--- config.mk ---
export PLATFORM = sky130hd
export DESIGN_NAME = layer_mem_arbiter_flat
export DESIGN_NICKNAME = d
export VERILOG_FILES = /design/src/rtl/layer_mem_arbiter_if.sv /design/src/rtl/layer_mem_arbiter.sv /design/src/flat_wrapper.sv
export SDC_FILE = /design/constraint.sdc
export NUM_CORES = 1
export LEC_CHECK = 0
export CAP_MARGIN = 20
export CORE_UTILIZATION = 30
export DETAILED_ROUTE_END_ITERATION = 8
export GPL_TIMING_DRIVEN = 1
export PLACE_DENSITY_LB_ADDON = 0.3
export SYNTH_ARGS = -nofsm -noshare
export SYNTH_HDL_FRONTEND = slang
export SYNTH_SLANG_ARGS = --single-unit
--- constraint.sdc ---
create_clock -name clk -period 5.2 [get_ports clk]
set_input_delay 1.56 -clock clk [delete_from_list [all_inputs] [get_ports clk]]
set_output_delay 1.56 -clock clk [all_outputs]
set_load 0.01 [all_outputs]
--- src/rtl/layer_mem_arbiter_if.sv ---
// Bundle for the shared layer-memory port: two requester channels on one side,
// the single memory port on the other.
interface layer_mem_arbiter_if #(
  parameter int AW = 12,
  parameter int DW = 20
);
  // rq_req[i] is a level request and the requester holds we/sel/addr/wdata until
  // rq_gnt[i] rises; the access completes in the grant cycle (no separate ready).
  logic [1:0]    rq_req;
  logic [1:0]    rq_lock;
  logic [1:0]    rq_we;
  logic [2:0]    rq_sel0;
  logic [2:0]    rq_sel1;
  logic [AW-1:0] rq_addr0;
  logic [AW-1:0] rq_addr1;
  logic [DW-1:0] rq_wdata0;
  logic [DW-1:0] rq_wdata1;
  logic [1:0]    rq_gnt;
  logic [DW-1:0] rq_rdata;
  logic [1:0]    rq_rvalid;
  logic          cwr;
  logic          crd;
  logic [2:0]    csel;
  logic [AW-1:0] caddr_wr;
  logic [DW-1:0] cdata_wr;
  logic [AW-1:0] caddr_rd;
  logic [DW-1:0] cdata_rd;

  modport slave (
    input  rq_req, rq_lock, rq_we, rq_sel0, rq_sel1, rq_addr0, rq_addr1,
           rq_wdata0, rq_wdata1, cdata_rd,
    output rq_gnt, rq_rdata, rq_rvalid, cwr, crd, csel, caddr_wr, cdata_wr, caddr_rd
  );

  modport master (
    output rq_req, rq_lock, rq_we, rq_sel0, rq_sel1, rq_addr0, rq_addr1,
           rq_wdata0, rq_wdata1, cdata_rd,
    input  rq_gnt, rq_rdata, rq_rvalid, cwr, crd, csel, caddr_wr, cdata_wr, caddr_rd
  );
endinterface

--- src/rtl/layer_mem_arbiter.sv ---
// Round-robin arbiter with burst lock for the shared layer-memory port.
// Grants are combinational from registered state and live requests.
module layer_mem_arbiter #(
  parameter int AW        = 12,
  parameter int DW        = 20,
  parameter int MAX_BURST = 4
) (
  input  logic               clk,
  input  logic               reset,
  layer_mem_arbiter_if.slave bus,
  output logic [1:0]         dbg_state_o
);

  typedef enum logic [1:0] {
    ST_ARB   = 2'd0,
    ST_LOCK0 = 2'd1,
    ST_LOCK1 = 2'd2
  } state_e;

  localparam logic [3:0] MAX_B = 4'(MAX_BURST);

  state_e     state_q, state_d;
  logic       rr_q, rr_d;
  logic [3:0] cnt_q, cnt_d;
  logic [1:0] gnt_raw;
  logic [1:0] gnt;
  logic       arb_win;
  logic       arb_grant;
  logic       owner;
  logic       other;
  logic       g_idx;
  logic       g_any;
  logic       g_we;
  logic [2:0]    g_sel;
  logic [AW-1:0] g_addr;
  logic [DW-1:0] g_wdata;

  always_comb begin
    gnt_raw   = 2'b00;
    state_d   = state_q;
    rr_d      = rr_q;
    cnt_d     = cnt_q;
    arb_grant = 1'b0;
    arb_win   = (bus.rq_req == 2'b11) ? rr_q : bus.rq_req[1];
    owner     = (state_q == ST_LOCK1);
    other     = ~owner;

    case (state_q)
      ST_LOCK0, ST_LOCK1: begin
        // >= keeps the waiter's bound even if the counter ran past the cap while it was idle
        if ((cnt_q >= MAX_B) && bus.rq_req[other]) begin
          gnt_raw[other] = 1'b1;
          rr_d           = owner;
          if (bus.rq_lock[other]) begin
            state_d = other ? ST_LOCK1 : ST_LOCK0;
            cnt_d   = 4'd1;
          end else begin
            state_d = ST_ARB;
            cnt_d   = 4'd0;
          end
        end else if (bus.rq_req[owner]) begin
          gnt_raw[owner] = 1'b1;
          cnt_d          = (cnt_q == 4'hF) ? cnt_q : cnt_q + 4'd1;
          if (!bus.rq_lock[owner]) begin
            state_d = ST_ARB;
            rr_d    = other;
          end
        end else begin
          arb_grant = 1'b1;
        end
      end
      default: arb_grant = 1'b1;
    endcase

    if (arb_grant) begin
      state_d = ST_ARB;
      cnt_d   = 4'd0;
      if (|bus.rq_req) begin
        gnt_raw[arb_win] = 1'b1;
        rr_d             = ~arb_win;
        if (bus.rq_lock[arb_win]) begin
          state_d = arb_win ? ST_LOCK1 : ST_LOCK0;
          cnt_d   = 4'd1;
        end
      end
    end
  end

  always_ff @(posedge clk or negedge reset) begin
    if (!reset) begin
      state_q <= ST_ARB;
      rr_q    <= 1'b0;
      cnt_q   <= 4'd0;
    end else begin
      state_q <= state_d;
      rr_q    <= rr_d;
      cnt_q   <= cnt_d;
    end
  end

  // Reset is applied combinationally so no access leaks out while it is held.
  assign gnt     = gnt_raw & {2{reset}};
  assign g_any   = |gnt;
  assign g_idx   = gnt[1];
  assign g_we    = bus.rq_we[g_idx];
  assign g_sel   = g_idx ? bus.rq_sel1   : bus.rq_sel0;
  assign g_addr  = g_idx ? bus.rq_addr1  : bus.rq_addr0;
  assign g_wdata = g_idx ? bus.rq_wdata1 : bus.rq_wdata0;

  assign bus.rq_gnt    = gnt;
  assign bus.rq_rvalid = gnt & ~bus.rq_we;
  assign bus.rq_rdata  = reset ? bus.cdata_rd : '0;
  assign bus.cwr       = g_any & g_we;
  assign bus.crd       = g_any & ~g_we;
  assign bus.csel      = g_any ? g_sel : 3'b000;
  assign bus.caddr_wr  = (g_any &  g_we) ? g_addr  : '0;
  assign bus.cdata_wr  = (g_any &  g_we) ? g_wdata : '0;
  assign bus.caddr_rd  = (g_any & ~g_we) ? g_addr  : '0;

  assign dbg_state_o = state_q;

endmodule

--- src/flat_wrapper.sv ---
// flat-port wrapper written by rule: the top's interface ports become plain ports
module layer_mem_arbiter_flat 
#(
  parameter int AW        = 12,
  parameter int DW        = 20,
  parameter int MAX_BURST = 4
)
  (clk, reset, dbg_state_o, bus_rq_req, bus_rq_lock, bus_rq_we, bus_rq_sel0, bus_rq_sel1, bus_rq_addr0, bus_rq_addr1, bus_rq_wdata0, bus_rq_wdata1, bus_cdata_rd, bus_rq_gnt, bus_rq_rdata, bus_rq_rvalid, bus_cwr, bus_crd, bus_csel, bus_caddr_wr, bus_cdata_wr, bus_caddr_rd);
  layer_mem_arbiter_if #(.AW(AW), .DW(DW)) bus_i ();
  input  logic clk;
  input  logic reset;
  output logic [1:0] dbg_state_o;
  input wire logic [$bits(bus_i.rq_req)-1:0] bus_rq_req;
  input wire logic [$bits(bus_i.rq_lock)-1:0] bus_rq_lock;
  input wire logic [$bits(bus_i.rq_we)-1:0] bus_rq_we;
  input wire logic [$bits(bus_i.rq_sel0)-1:0] bus_rq_sel0;
  input wire logic [$bits(bus_i.rq_sel1)-1:0] bus_rq_sel1;
  input wire logic [$bits(bus_i.rq_addr0)-1:0] bus_rq_addr0;
  input wire logic [$bits(bus_i.rq_addr1)-1:0] bus_rq_addr1;
  input wire logic [$bits(bus_i.rq_wdata0)-1:0] bus_rq_wdata0;
  input wire logic [$bits(bus_i.rq_wdata1)-1:0] bus_rq_wdata1;
  input wire logic [$bits(bus_i.cdata_rd)-1:0] bus_cdata_rd;
  output wire logic [$bits(bus_i.rq_gnt)-1:0] bus_rq_gnt;
  output wire logic [$bits(bus_i.rq_rdata)-1:0] bus_rq_rdata;
  output wire logic [$bits(bus_i.rq_rvalid)-1:0] bus_rq_rvalid;
  output wire logic [$bits(bus_i.cwr)-1:0] bus_cwr;
  output wire logic [$bits(bus_i.crd)-1:0] bus_crd;
  output wire logic [$bits(bus_i.csel)-1:0] bus_csel;
  output wire logic [$bits(bus_i.caddr_wr)-1:0] bus_caddr_wr;
  output wire logic [$bits(bus_i.cdata_wr)-1:0] bus_cdata_wr;
  output wire logic [$bits(bus_i.caddr_rd)-1:0] bus_caddr_rd;
  assign bus_i.rq_req = bus_rq_req;
  assign bus_i.rq_lock = bus_rq_lock;
  assign bus_i.rq_we = bus_rq_we;
  assign bus_i.rq_sel0 = bus_rq_sel0;
  assign bus_i.rq_sel1 = bus_rq_sel1;
  assign bus_i.rq_addr0 = bus_rq_addr0;
  assign bus_i.rq_addr1 = bus_rq_addr1;
  assign bus_i.rq_wdata0 = bus_rq_wdata0;
  assign bus_i.rq_wdata1 = bus_rq_wdata1;
  assign bus_i.cdata_rd = bus_cdata_rd;
  assign bus_rq_gnt = bus_i.rq_gnt;
  assign bus_rq_rdata = bus_i.rq_rdata;
  assign bus_rq_rvalid = bus_i.rq_rvalid;
  assign bus_cwr = bus_i.cwr;
  assign bus_crd = bus_i.crd;
  assign bus_csel = bus_i.csel;
  assign bus_caddr_wr = bus_i.caddr_wr;
  assign bus_cdata_wr = bus_i.cdata_wr;
  assign bus_caddr_rd = bus_i.caddr_rd;
  layer_mem_arbiter #(.AW(AW), .DW(DW), .MAX_BURST(MAX_BURST)) u_core (.clk(clk), .reset(reset), .bus(bus_i), .dbg_state_o(dbg_state_o));
endmodule
==> reports/qor.csv, run 1 <==
metric;value;unit
outcome;finished clean;
grt_pass1_wl;10400;um
diodes;0;
clk_pin_slew;0.04;ns
met1Wirelength;2690;um
track_usage;24.7;%
clock_skew;0.00205;ns
die_y;73.5;um
clock-sinks;7;
via_count;2362;
cp-start-kind;input pin;
drive_above_1_share;12.7;%
area_growth;133;%
die_w;73.5;um
viasPerCell;5.13;
core-area;4820;um2
max_slew_margin;60.3;%
syn_inst;203;
h-tree-depth;1;
fillers;399;
first_pass_iters;4;
io_pins;173;
tightestPinTransition;0.592;ns
tritoncts;done;
required;3.64;ns
final_hold_viol_count;0;
die_area;5410;um2
clock_path_buffers;2;
grt_max_degree;36;
yosys.area.top_type;a22o_1;
final_util;74.3;%
hold_class;reg -> reg;
worst-r2r-setup-slack;2.96;ns
wire_per_inst;15.7;um
cts_buffers;3;
critPathMaxFanout;22;
ir_drop;170;uV
finalMaxSlewViolations;0;
cp-end-kind;output port;
grt_pass1_vias;2238;
synth_fp_nets;304;
grt_antenna_before_repair;0;
synth_commonest_cells;32 x a22o_1, 23 x and2_1, 21 x nand2_1;
dr_wl_met3;590;um
ys_types;40;
netlist_top_cells_area;a22o_1 18%, mux2i_1 13%, dfrtp_1 11%;
p_per_area;198;nW/um2
synth_edf_count;0;
place_congestion;0.932;
insertion_delay;0.22;ns
syn_area;1540;um2
setup_tns;0;ns
ys_warn_count;0;
cts_root_buffer;clkbuf_8;
synth_seq_cells;7;
path_class;in -> out;
ys.flop_type;dfrtp_1;
maxCapViolations;0;
wl_met2;3760;um
fin_crit;5.17;ns
p_leak;0.00172;uW
fmax;0.193;GHz
num_rows;25;
seq_area_frac_synth;11.4;%
final_nets;495;
grt-ovfl-total;0;
routed_wl;7230;um
layout_worst_path_cycle_share;99.5;%
whs;0.571;ns
initial_utilization;31.9;%
detail-route-antenna-nets;0;
yosysMostFrequentCell;a22o_1;
drc;0;
dp_hpwl;6000;um
syn_avg_cell_area;7.56;um2
drt_iter0_drc;55;
synth_top_area_share;18.3;%
rsz0062_at_grt;yes;
finalSetupViolCount;0;
async_flop_share;100;%
worstPathArrival;3.61;ns
top_layer_used;met4;
numPortBuffers;172;
layer usage:
metal,global-route usage (%),vias up
met5,0,-
met3,4.25,20
met1,27.2,1078
li1,-,1144
met2,47.1,120
met4,8.76,0
cell type report:
cell class | count | area, um2 | share of cell area (%)
tap | 67 | 83.8 | 2.34
clock buffer | 4 | 45.0 | 1.26
inverter | 3 | 11.3 | 0.315
sequential | 7 | 175 | 4.90
multi-input combinational | 175 | 1250 | 35.0
timing repair buffer | 204 | 2010 | 56.2
report_power, final:
| group | leakage, uW | total, uW | switching [uW] | internal [uW] |
|---|---|---|---|---|
| Clock | 0.0000228 | 75.7 | 22.7 | 53.0 |
| Sequential | 0.0000924 | 83.0 | 16.7 | 66.3 |
| Combinational | 0.00161 | 548 | 233 | 315 |
| Total | 0.00172 | 707 | 273 | 434 |
registers in the layout (all words and copies together), names as in the netlist:
signal	flops
u_core.dbg_state_o	2
u_core.rr_q	1
u_core.cnt_q	4
critical path, stage by stage:
cell and delay, ns:
clkdlybuf4s15_2 0.25, mux2i_2 0.22, nor3_2 0.08, a32o_2 0.30
nor4b_4 0.32, buf_12 0.20, a22o_1 0.14, clkdlybuf4s50_1 0.54
path summary, 6_finish.rpt:
path                       cells after the start                           endpoint                               from
max                                            8                   bus_cdata_wr[18]                      bus_rq_req[0]
min                                            2        u_core.cnt_q[1]$_DFFE_PN0P_        u_core.cnt_q[1]$_DFFE_PN0P_
max reg2reg                                    8  u_core.dbg_state_o[0]$_DFFE_PN0P_  u_core.dbg_state_o[1]$_DFFE_PN0P_
min reg2reg                                    2        u_core.cnt_q[1]$_DFFE_PN0P_        u_core.cnt_q[1]$_DFFE_PN0P_
max in group asynchronous                      2  u_core.dbg_state_o[1]$_DFFE_PN0P_                              reset
min in group asynchronous                      2        u_core.cnt_q[1]$_DFFE_PN0P_                              reset
layout by cell type (no fill, tap or decap), drive strengths merged, types with 2 or more instances in the layout:
cell and n:
nor2 11, buf 32, dlygate4sd2 15, mux2 3, o211ai 2, nor3 4
dlymetal6s2s 13, o21ai 6, nand3 19, nand2 21, clkdlybuf4s15 2, inv 3
a22o 32, a21oi 6, nor2b 5, and2 23, dfrtp 7, clkbuf 4
clkdlybuf4s50 142, ha 3, a32o 3, mux2i 20
per-stage QoR:
stage               cells  area, um2  total power (uW)  worst slack [ns]
finish                460       3580               707            0.0253
detailed placement    454       3470               631            -0.434
global placement      454       3470               619            -0.307
global route          460       3580               755           -0.0408
CTS                   460       3540               711           0.00460
floorplan             203       1540               341             0.620
cells by family (layout without fill, tap and decap cells):
logic type	after synthesis	after routing	synth area share, %
AOI/OAI and AO/OA	59	59	30.8
adders and majority gates	3	3	2.45
buffers and inverters	21	211	8.47
DFF	7	7	11.4
muxes	23	23	15.2
and+or+nand+nor	90	90	31.6
what timing repair did:
| action | in CTS | in global routing |
|---|---|---|
| pin swaps | 3 | 2 |
| gates resized for setup | 26 | 15 |
| buffers inserted | 2 | 0 |
| cloned | 0 | 0 |
| hold buffers | 0 | 0 |
| setup endpoints to repair | 53 | 35 |
(Power assumes the default switching activity.)
==> inputs of run 2 (changes only) <==
Settings changed: CORE_UTILIZATION 30 to 28, RECOVER_POWER set to 50, SKIP_LAST_GASP set to 1.
Clock period 5.2 ns to 5 ns, I/O delays scaled along.
==> reports/qor.csv, run 2 (synthesis gave the netlist of run 1 again) <==
metric;value;unit
clock_skew;0.00240;ns
detailedPlace.worstSlack;-0.479;ns
largest_register_ffs;4;
outcome;complete, but fails checks;
place_area;3440;um2
numPortBuffers;172;
grt_antenna_before_repair;0;
seq_area;175;um2
hold_class;reg -> reg;
place_congestion;0.869;
initial_utilization;29.5;%
intPower;442;uW
required;3.50;ns
switching_share;38.9;%
largest-register;u_core.cnt_q;
grt_max_degree;28;
final_common_cell;clkdlybuf4s50_1;
via_count;2293;
core-area;5200;um2
violations;setup timing;
clk_pin_slew;0.04;ns
cts_buffers;3;
max_slew_margin;60.8;%
net-switching-power;281;uW
area_growth;131;%
cts_root_buffer;clkbuf_8;
maxCapViolations;0;
max_stage_delay;0.53;ns
p_leak;0.00167;uW
tightestPinTransition;0.586;ns
ir_drop;213;uV
combPwrFrac;77.1;%
finalSetupViolCount;15;
die_w;76.0;um
insertion_delay;0.22;ns
finalMaxSlewViolations;0;
dp_hpwl;5740;um
die_area;5780;um2
drt_iter0_drc;109;
clock-sinks;7;
final_cell_mix;133 x clkdlybuf4s50_1, 32 x a22o_1, 30 x dlygate4sd2_1;
p_per_area;203;nW/um2
drive_above_1_share;12.0;%
design_area;3550;um2
routed_wl;7200;um
postLayoutSetupSlackWorst;-0.0730;ns
drc;0;
viasPerCell;4.97;
multi_input_area;1250;um2
cp_slowest_cell;clkdlybuf4s50_1;
layout_worst_path_cycle_share;101;%
fmax;0.197;GHz
fillers;450;
clock_path_buffers;2;
num_rows;26;
wire_per_inst;15.6;um
grt_pass1_wl;11500;um
final_hold_viol_count;0;
tritoncts;done;
crit_chain;clkdlybuf4s15_2, or2b_1, a32o_2, nor4b_4, clkbuf_16, a22o_1, clkdlybuf4s50_1;
final_nets;493;
cp-end-kind;output port;
diodes;0;
grt_pass1_vias;2177;
whs;0.583;ns
cp-start-kind;input pin;
io_pins;173;
critPathMaxFanout;16;
p_total;723;uW
worstPathArrival;3.57;ns
grt-ovfl-total;0;
path_class;in -> out;
clkPwrFrac;10.9;%
seqPwrFrac;11.9;%
track_usage;24.1;%
detail-route-antenna-nets;0;
first_pass_iters;4;
rsz0062_at_grt;yes;
h-tree-depth;1;
die_y;76.0;um
fin_crit;5.07;ns
## run 2: changes by cell type in the layout (fill, tap and decap cells not counted)
cell | before | now
dlymetal6s2s_1 | 13 | 6
a21oi_4 | 0 | 1
clkdlybuf4s50_1 | 142 | 133
dlygate4sd3_1 | 0 | 1
buf_4 | 28 | 26
clkbuf_16 | 0 | 1
o21ai_0 | 6 | 5
a21oi_2 | 1 | 0
buf_12 | 2 | 3
o211a_1 | 0 | 1
dlygate4sd2_1 | 15 | 30
buf_6 | 2 | 0
o211a_4 | 1 | 0
o21ai_1 | 0 | 1
## run 2: cell type report
type | count | area share [%]
Inverter | 3 | 0.317
Tap cell | 70 | 2.47
Timing Repair Buffer | 202 | 55.8
Clock buffer | 4 | 1.27
Sequential cell | 7 | 4.93
Multi-Input combinational cell | 175 | 35.2
## run 2: final timing paths
path                                                   startpoint                                end  slack (ns)  cells past startpoint
worst max register to register  u_core.dbg_state_o[1]$_DFFE_PN0P_  u_core.dbg_state_o[1]$_DFFE_PN0P_        2.82                      7
worst min register to register        u_core.cnt_q[3]$_DFFE_PN0P_        u_core.cnt_q[3]$_DFFE_PN0P_        0.58                      1
min in group asynchronous                                   reset  u_core.dbg_state_o[0]$_DFFE_PN0P_        1.85                      2
worst min-delay path                  u_core.cnt_q[3]$_DFFE_PN0P_        u_core.cnt_q[3]$_DFFE_PN0P_        0.58                      1
max in group asynchronous                                   reset        u_core.cnt_q[3]$_DFFE_PN0P_        2.96                      2
worst max-delay path                                bus_rq_req[0]                   bus_cdata_wr[17]       -0.07                      7
## run 2: power by group through the flow
| stage | registers (uW) | logic, uW | clock network, uW |
|---|---|---|---|
| 2_1_floorplan | 82.9 | 272 | 0 |
| 3_3_place_gp | 84.9 | 549 | 0 |
| 3_5_place_dp | 86.0 | 556 | 0 |
| 4_1_cts | 85.3 | 557 | 81.3 |
| 5_1_grt | 87.9 | 599 | 85.0 |
| 6_report | 86.1 | 558 | 79.0 |
## run 2: per-stage QoR
stage / std cells / utilization, % / setup TNS (ns)
global route: 461 / 68.2 / -2.07
floorplan: 203 / - / 0
CTS: 460 / 67.8 / -1.31
finish: 461 / 68.2 / -0.922
detailed placement: 451 / 66.2 / -22.03
global placement: 451 / 66.2 / -18.21
## run 2: metal layers
layer | part of all wire, % | track usage (%)
met1 | 43 | 30.4
met2 | 51 | 44.1
met3 | 5.2 | 3.71
met4 | 1.1 | 3.08
met5 | 0 | 0
## run 2: timing repair
action | in CTS | in global routing
hold buffers | 0 | 0
endpoints found under the setup margin | 53 | 24
gates cloned | 1 | 0
pin swaps | 3 | 1
gates resized for setup | 40 | 9
setup buffers | 4 | 1
## run 2: worst max-delay path, delay by kind of cell
family                 cells  cell delay (ns)
AOI/OAI and AO/OA          2             0.45
buffers and inverters      3             1.04
and+or+nand+nor            2             0.58
==> inputs of run 3 (changes only) <==
Settings changed: CORE_AREA set to 2 2 67 69, CORE_UTILIZATION 28 to unset, DIE_AREA set to 0 0 69 71, DONT_BUFFER_PORTS set to 1, RECOVER_POWER 50 to 100.
==> reports/qor.csv, run 3 (synthesis gave the netlist of run 1 again) <==
metric;value;unit
track_usage;17.7;%
clkPwrFrac;17.1;%
final_hold_viol_count;0;
ir_drop;205;uV
cts_buffers;3;
cp-start-kind;input pin;
clock_path_buffers;2;
postCtsHoldBufs;0;
grt_antenna_before_repair;0;
layout_worst_path_cycle_share;92.1;%
die_y;71;um
first_pass_iters;4;
intPower;242;uW
fin_crit;4.61;ns
finalSetupViolCount;0;
grt-ovfl-total;0;
place_area;1530;um2
diodes;0;
clk_pin_slew;0.04;ns
postCtsSetupBuffers;0;
via_count;1595;
routed_wl;4850;um
path_class;in -> out;
drive_above_1_share;7.18;%
initial_utilization;36.5;%
clock-sinks;7;
viasPerCell;6.46;
numPortBuffers;0;
tightestPinTransition;0.611;ns
drc;0;
hold_class;reg -> reg;
rsz0062_at_grt;no;
core-area;4200;um2
design_area;1560;um2
net-switching-power;226;uW
final_cell_mix;32 x a22o_1, 21 x nand2_1, 21 x and2_0;
r2r_cells;5;
largest_register_ffs;4;
io_pins;173;
place_congestion;0.849;
detail-route-antenna-nets;0;
hold_path_depth;1;
seqPwrFrac;18.7;%
finalMaxSlewViolations;0;
cp-end-kind;output port;
max_slew_margin;59.1;%
critPathMaxFanout;33;
insertion_delay;0.23;ns
worstPathArrival;3.11;ns
setup_tns;0;ns
wire_per_inst;19.6;um
grt_max_degree;40;
die_area;4900;um2
dp_hpwl;3880;um
p_per_area;301;nW/um2
switching_share;48.3;%
required;3.50;ns
final_util;37.0;%
tritoncts;done;
grt_pass1_wl;7230;um
largest-register;u_core.cnt_q;
final_nets;297;
num_rows;24;
outcome;finished clean;
combPwrFrac;64.2;%
die_w;69;um
post_cts_resize_count;0;
cts_root_buffer;clkbuf_8;
fmax;0.217;GHz
area_growth;1.30;%
clock_skew;0.00339;ns
maxCapViolations;0;
fillers;446;
drt_iter0_drc;74;
h-tree-depth;1;
grt_pass1_vias;1408;
p_leak;0.000630;uW
final_common_cell;a22o_1;
## run 3: critical path, cell delays in order
cell and delay [ns]:
mux2i_1 0.21, nor3_1 0.13, a32o_1 0.29, nor4b_1 0.33, buf_4 0.37, a22o_1 0.25
## run 3: per-layer routing
metal / wire [um] / global-route usage (%) / vias up
met5: 0 / 0 / -
met4: 31 / 3.27 / 0
met3: 331 / 2.85 / 4
met2: 2370 / 28.5 / 70
met1: 2120 / 25.1 / 780
li1: - / - / 741
## run 3: layout make-up
cell class                 instances  area, um2  area share, %
clock buffer                       4       45.0           2.90
inverter                           3       11.3          0.724
multi-input combinational        175       1210           78.0
sequential                         7        175           11.3
tap                               52       65.1           4.18
timing repair buffer               6       45.0           2.90
## run 3: power by group through the flow
stage	logic (uW)	registers [uW]	clock network [uW]
after global routing	327	91.1	85.4
after detailed placement	306	88.5	0
after floorplan	272	82.9	0
final	301	87.4	80.3
after global placement	305	88.4	0
after CTS	308	87.9	83.4
## run 3: per-stage QoR
| stage | setup slack (ns) | power, uW | cells | hold WS [ns] |
|---|---|---|---|---|
| 6_report | 0.394 | 468 | 247 | 0.587 |
| 5_1_grt | 0.244 | 504 | 247 | 0.589 |
| 4_1_cts | 0.492 | 479 | 247 | 0.582 |
| 3_5_place_dp | 0.491 | 394 | 243 | 0.576 |
| 3_3_place_gp | 0.517 | 393 | 243 | 0.563 |
| 2_1_floorplan | 0.540 | 355 | 203 | 0.521 |
## run 3: final timing paths
kind / from / to / slack, ns
worst max-delay path: bus_rq_req[0] / bus_cdata_wr[10] / 0.39
worst min-delay path: u_core.cnt_q[3]$_DFFE_PN0P_ / u_core.cnt_q[3]$_DFFE_PN0P_ / 0.59
worst max register to register: u_core.dbg_state_o[1]$_DFFE_PN0P_ / u_core.dbg_state_o[1]$_DFFE_PN0P_ / 2.79
worst min register to register: u_core.cnt_q[3]$_DFFE_PN0P_ / u_core.cnt_q[3]$_DFFE_PN0P_ / 0.59
max in group asynchronous: reset / u_core.cnt_q[2]$_DFFE_PN0P_ / 3.96
min in group asynchronous: reset / u_core.dbg_state_o[1]$_DFFE_PN0P_ / 0.97
